$ cat src/rtl/sr_ctrl.sv
// sr_ctrl: command sequencer driving the s/r inputs of a clocked SR flip-flop.
// Requests (1 = set, 0 = reset) are buffered in a small FIFO and played out as
// a PULSE_W-cycle pulse on s or r followed by a GAP_W-cycle idle gap, so s and r
// are never high together. q_exp tracks the flip-flop state after the last
// issued command.
// Optional feature macro: SR_CTRL_CHECK_EN -- when defined, the flip-flop q is
// compared with q_exp on the last gap cycle and a sticky mismatch flag is set
// on disagreement. When undefined, q is ignored and mismatch is tied low.
module sr_ctrl #(
    parameter int PULSE_W = 2,
    parameter int GAP_W   = 1,
    parameter int DEPTH   = 4
) (
    input  logic clk,
    input  logic rst_n,
    input  logic cmd_valid,
    input  logic cmd,
    output logic cmd_ready,
    output logic s,
    output logic r,
    output logic busy,
    output logic q_exp,
    input  logic q,
    output logic mismatch
);

    localparam int AW     = $clog2(DEPTH);
    localparam int CW     = AW + 1;
    localparam int MAX_W  = (PULSE_W > GAP_W) ? PULSE_W : GAP_W;
    localparam int CNT_W  = (MAX_W > 1) ? $clog2(MAX_W) : 1;

    typedef enum logic [1:0] {
        ST_IDLE,
        ST_PULSE,
        ST_GAP
    } state_t;

    // FIFO storage and bookkeeping
    logic          mem_q [DEPTH];
    logic [AW-1:0] wr_ptr_q;
    logic [AW-1:0] rd_ptr_q;
    logic [CW-1:0] count_q;
    logic [CW-1:0] count_d;
    logic          full;
    logic          empty;
    logic          push;
    logic          pop;
    logic          head;

    // Sequencer state and registered outputs
    state_t           state_q;
    logic [CNT_W-1:0] cnt_q;
    logic             pulse_last;
    logic             gap_last;
    logic             s_q;
    logic             r_q;
    logic             q_exp_q;
    logic             busy_q;

    assign full      = (count_q == CW'(DEPTH));
    assign empty     = (count_q == '0);
    assign cmd_ready = rst_n && !full;
    assign push      = cmd_valid && cmd_ready;
    assign head      = mem_q[rd_ptr_q];

    assign pulse_last = (cnt_q == CNT_W'(PULSE_W - 1));
    assign gap_last   = (cnt_q == CNT_W'(GAP_W - 1));

    // The head is consumed whenever a new pulse is launched: from IDLE, or
    // straight out of the last gap cycle so back-to-back pulses have no idle.
    assign pop = !empty && ((state_q == ST_IDLE) || (state_q == ST_GAP && gap_last));

    // Next occupancy; push and pop together leave the count unchanged.
    always_comb begin
        count_d = count_q;
        case ({push, pop})
            2'b10:   count_d = count_q + CW'(1);
            2'b01:   count_d = count_q - CW'(1);
            default: count_d = count_q;
        endcase
    end

    // FIFO data write; push is already gated by rst_n through cmd_ready.
    // NOTE: storage entries carry no reset -- only pointers and count define validity.
    always_ff @(posedge clk) begin
        if (push) begin
            mem_q[wr_ptr_q] <= cmd;
        end
    end

    // FIFO pointers and count; pointers wrap naturally since DEPTH is a power of two.
    // NOTE: sequential state uses non-blocking assignments so all registers update together.
    always_ff @(posedge clk) begin
        if (!rst_n) begin
            wr_ptr_q <= '0;
            rd_ptr_q <= '0;
            count_q  <= '0;
        end else begin
            if (push) begin
                wr_ptr_q <= wr_ptr_q + AW'(1);
            end
            if (pop) begin
                rd_ptr_q <= rd_ptr_q + AW'(1);
            end
            count_q <= count_d;
        end
    end

`ifdef SR_CTRL_CHECK_EN
    logic mismatch_q;
`else
    logic q_unused;
    assign q_unused = q;
`endif

    // Pulse sequencer: IDLE -> PULSE (PULSE_W cycles) -> GAP (GAP_W cycles) -> PULSE/IDLE.
    always_ff @(posedge clk) begin
        if (!rst_n) begin
            state_q    <= ST_IDLE;
            cnt_q      <= '0;
            s_q        <= 1'b0;
            r_q        <= 1'b0;
            q_exp_q    <= 1'b0;
            busy_q     <= 1'b0;
`ifdef SR_CTRL_CHECK_EN
            mismatch_q <= 1'b0;
`endif
        end else begin
            case (state_q)
                ST_IDLE: begin
                    if (pop) begin
                        state_q <= ST_PULSE;
                        cnt_q   <= '0;
                        s_q     <= head;
                        r_q     <= !head;
                        q_exp_q <= head;
                        busy_q  <= 1'b1;
                    end
                end
                ST_PULSE: begin
                    if (pulse_last) begin
                        state_q <= ST_GAP;
                        cnt_q   <= '0;
                        s_q     <= 1'b0;
                        r_q     <= 1'b0;
                    end else begin
                        cnt_q <= cnt_q + CNT_W'(1);
                    end
                end
                ST_GAP: begin
                    if (gap_last) begin
`ifdef SR_CTRL_CHECK_EN
                        if (q != q_exp_q) begin
                            mismatch_q <= 1'b1;
                        end
`endif
                        if (pop) begin
                            state_q <= ST_PULSE;
                            cnt_q   <= '0;
                            s_q     <= head;
                            r_q     <= !head;
                            q_exp_q <= head;
                            busy_q  <= 1'b1;
                        end else begin
                            state_q <= ST_IDLE;
                            cnt_q   <= '0;
                            // A request arriving on this very edge keeps the block busy.
                            busy_q  <= push;
                        end
                    end else begin
                        cnt_q <= cnt_q + CNT_W'(1);
                    end
                end
                default: begin
                    state_q <= ST_IDLE;
                    cnt_q   <= '0;
                    s_q     <= 1'b0;
                    r_q     <= 1'b0;
                end
            endcase
        end
    end

    assign s     = s_q;
    assign r     = r_q;
    assign q_exp = q_exp_q;
    assign busy  = busy_q;

`ifdef SR_CTRL_CHECK_EN
    assign mismatch = mismatch_q;
`else
    assign mismatch = 1'b0;
`endif

endmodule

$ cat config.mk
export PLATFORM = sky130hd
export DESIGN_NAME = sr_ctrl
export DESIGN_NICKNAME = d
export VERILOG_FILES = /design/src/rtl/sr_ctrl.sv
export SDC_FILE = /design/constraint.sdc
export NUM_CORES = 1
export LEC_CHECK = 0
export CAP_MARGIN = 30
export CORE_MARGIN = 8
export CORE_UTILIZATION = 54
export DETAILED_ROUTE_END_ITERATION = 8
export HOLD_SLACK_MARGIN = 0.06
export PLACE_DENSITY = 0.74
export SYNTH_ARGS = -nofsm -noshare
export SYNTH_HDL_FRONTEND = slang
export SYNTH_SLANG_ARGS = --single-unit
$ cat constraint.sdc
create_clock -name clk -period 2.5 [get_ports clk]
set_input_delay 0.75 -clock clk [delete_from_list [all_inputs] [get_ports clk]]
set_output_delay 0.75 -clock clk [all_outputs]
set_load 0.03 [all_outputs]
==> reports/results.ini <==
[run_status]
status = complete, no violations

[grt]
grt_util_all_layers_pct = 10.2
grt_remaining_overflow = 0
first_global_vias = 657
antenna_violations_before_repair = 0
grt_max_degree = 12
grt_pass1_wl_um = 2730

[placed_design]
post_dp_cell_area_sq_um = 1200
pre_cts_ws_ps = -46.5
place_inst = 140
port_buffers = 8
hpwl_um = 1300
gp_congestion = 0.760

[route]
wl_per_cell_um = 11.5
route.vias.total = 715
drt_first_iter_violations = 11
wirelength_um = 1660
drt-vias-per-instance = 4.97
route.antenna.remaining_nets = 0
remaining_drc_errors = 0
firstDrtPassIters = 4

[clock_network]
post_cts_buffers = 0
cts-hold-fix-buffers = 0
ctsRootBufferMaster = clkbuf_4
clock_transition_at_path_regs_ps = 110
clock_tree.htree_level_count = 1
tritoncts = done
clock-sinks = 20
post_cts_repair_resize_count = 1
clockBufferDepth = 2
clock_insertion_delay_worst_skew_ps = 290
tritoncts.num_buffers = 3

[power_and_ir_drop]
static-leakage-power_nw = 0.536
power_dens_cells_nw_per_um2 = 1240
irDropWorstVdd_v = 0.000726
total_power_w = 0.00153

[sta]
final.period_utilization_pct = 85.8
timing.final.max_slew_violations = 0
final.setup.worst_slack_ps = 356
maxClockFrequency_mhz = 466
final_period_minus_worst_setup_slack_ps = 2140
timing.setup.tns_ps = 0
final_setup_violation_count = 0
timing_hold_violations_final = 0
timing.clock.skew_ps = 6.67
rsz0062_at_grt = false

[logic_synthesis]
postSynth.asyncResetShare_pct = 0
synth.lib_cells_used.distinct = 34
synth_largest_area_cell = dfxtp_1
yosysWarningCount = 0
synth_top_area_share_pct = 30.3
net_count_after_synthesis = 117
yosysSeqAreaShare_pct = 41.7
synth-edff-count = 4
synth.ff_latch_count = 20
syn_area_sq_um = 1060
synth_cells = 101
postSynthAreaPerCell_sq_um = 10.5
synthTopCellsByArea = dfxtp_1, ha_1, edfxtp_1
ys.flop_type = dfxtp_1

[hold_path]
class_of_the_tightest_hold_or_removal_check = reg -> reg

[die]
die_height_um = 60.2
die_w_um = 60.2
fp-row-count = 16
top_level_port_count = 11
die-area_sq_um = 3630
starting_density_of_the_core_pct = 55.5
design.core.area_sq_um = 1900

[setup_path]
required_ps = 2740
timing.critical_path.arrival_ps = 2390
worstPathMaxFanout = 5
critical_path.startpoint_type = input pin
setup.worst_path.class = in -> reg
endpoint_kind = flip-flop

[final_layout]
area_of_combinational_cells_with_multiple_inputs_sq_um = 564
layout.cells.most_common = dfxtp_1
antennaDiodeCount = 0
post_route_cells_drive_above_1_share_pct = 16.2
final_area_sq_um = 1240
syn_to_final_growth_pct = 17.3
post_layout_nonfiller_instances = 144
register_area_sq_um = 440
nFillCells = 167
finalNetCount = 134
layout_common_cells = dfxtp_1, inv_1, ha_1

[run]
maxCapViolations = 0

==> worst max-delay path: stages <==
cell and delay (ps):
clkdlybuf4s50_1 470, nand2_2 100, ha_1 180, inv_1 60, fa_1 370, xnor2_1 160, nand2_1 80, xor2_1 140
nor2_1 80
==> state kept, by name, indices dropped and copies added, names as in the netlist, named ones only <==
signal and flops:
q_exp 1, rd_ptr_q 2, cnt_q 1, s 1
state_q 2, r 1, busy 1, wr_ptr_q 2
count_q 3, mem_q 4
==> power by group <==
group	internal [W]	total, W	leakage [nW]	switching, W
registers	0.000431	0.000508	0.168	0.0000770
logic	0.000427	0.000869	0.353	0.000443
clock network	0.0000621	0.000155	0.0150	0.0000932
==> path summary, 6_finish.rpt <==
| check | from | endpoint | slack (ps) | cells past startpoint |
|---|---|---|---|---|
| min | wr_ptr_q[1] | wr_ptr_q[1] | 510 | 2 |
| max | cmd_valid | count_q[2] | 360 | 9 |
| max reg2reg | state_q[0] | count_q[2] | 380 | 12 |
| min reg2reg | wr_ptr_q[1] | wr_ptr_q[1] | 510 | 2 |
==> cell families after synthesis <==
logic type / count (synthesis) / share of synthesized area [%]
DFF: 20 / 41.7
and+or+nand+nor: 34 / 17.8
muxes: 8 / 8.77
buffers and inverters: 13 / 5.09
xor gates and xnor gates: 5 / 4.15
AOI/OAI and AO/OA: 9 / 8.41
adders and majority gates: 11 / 13.7
other: 1 / 0.355
==> layer usage <==
layer	global-route usage [%]	vias up	wire length (um)
met3	2.80	4	69
met2	16.6	8	767
met5	0	-	0
met4	7.14	0	38
met1	11.1	330	783
li1	-	373	-
==> cell usage after synthesis (2+ instances only) <==
cell type	n
and2_1	2
nand4_1	2
inv_1	10
o221ai_1	2
nand2_1	9
and3_1	4
xor2_1	3
xnor2_1	2
ha_1	10
edfxtp_1	4
dfxtp_1	16
nor2_1	9
mux2i_1	7
==> layout make-up <==
type                    instances  share of cell area, %
inverters                      11                   3.33
repair buffers                 14                   10.7
clock buffers                   4                   2.12
multi-input cells              68                   45.6
well taps                      27                   2.73
flip-flops and latches         20                   35.6
==> metrics by stage <==
step	hold WS [ps]	utilization, %
3_5_place_dp	488	63.2
6_report	505	65.1
2_1_floorplan	468	-
4_1_cts	506	64.8
5_1_grt	517	65.1
3_3_place_gp	473	63.2
Note: power is estimated with default switching activity, not from simulation.
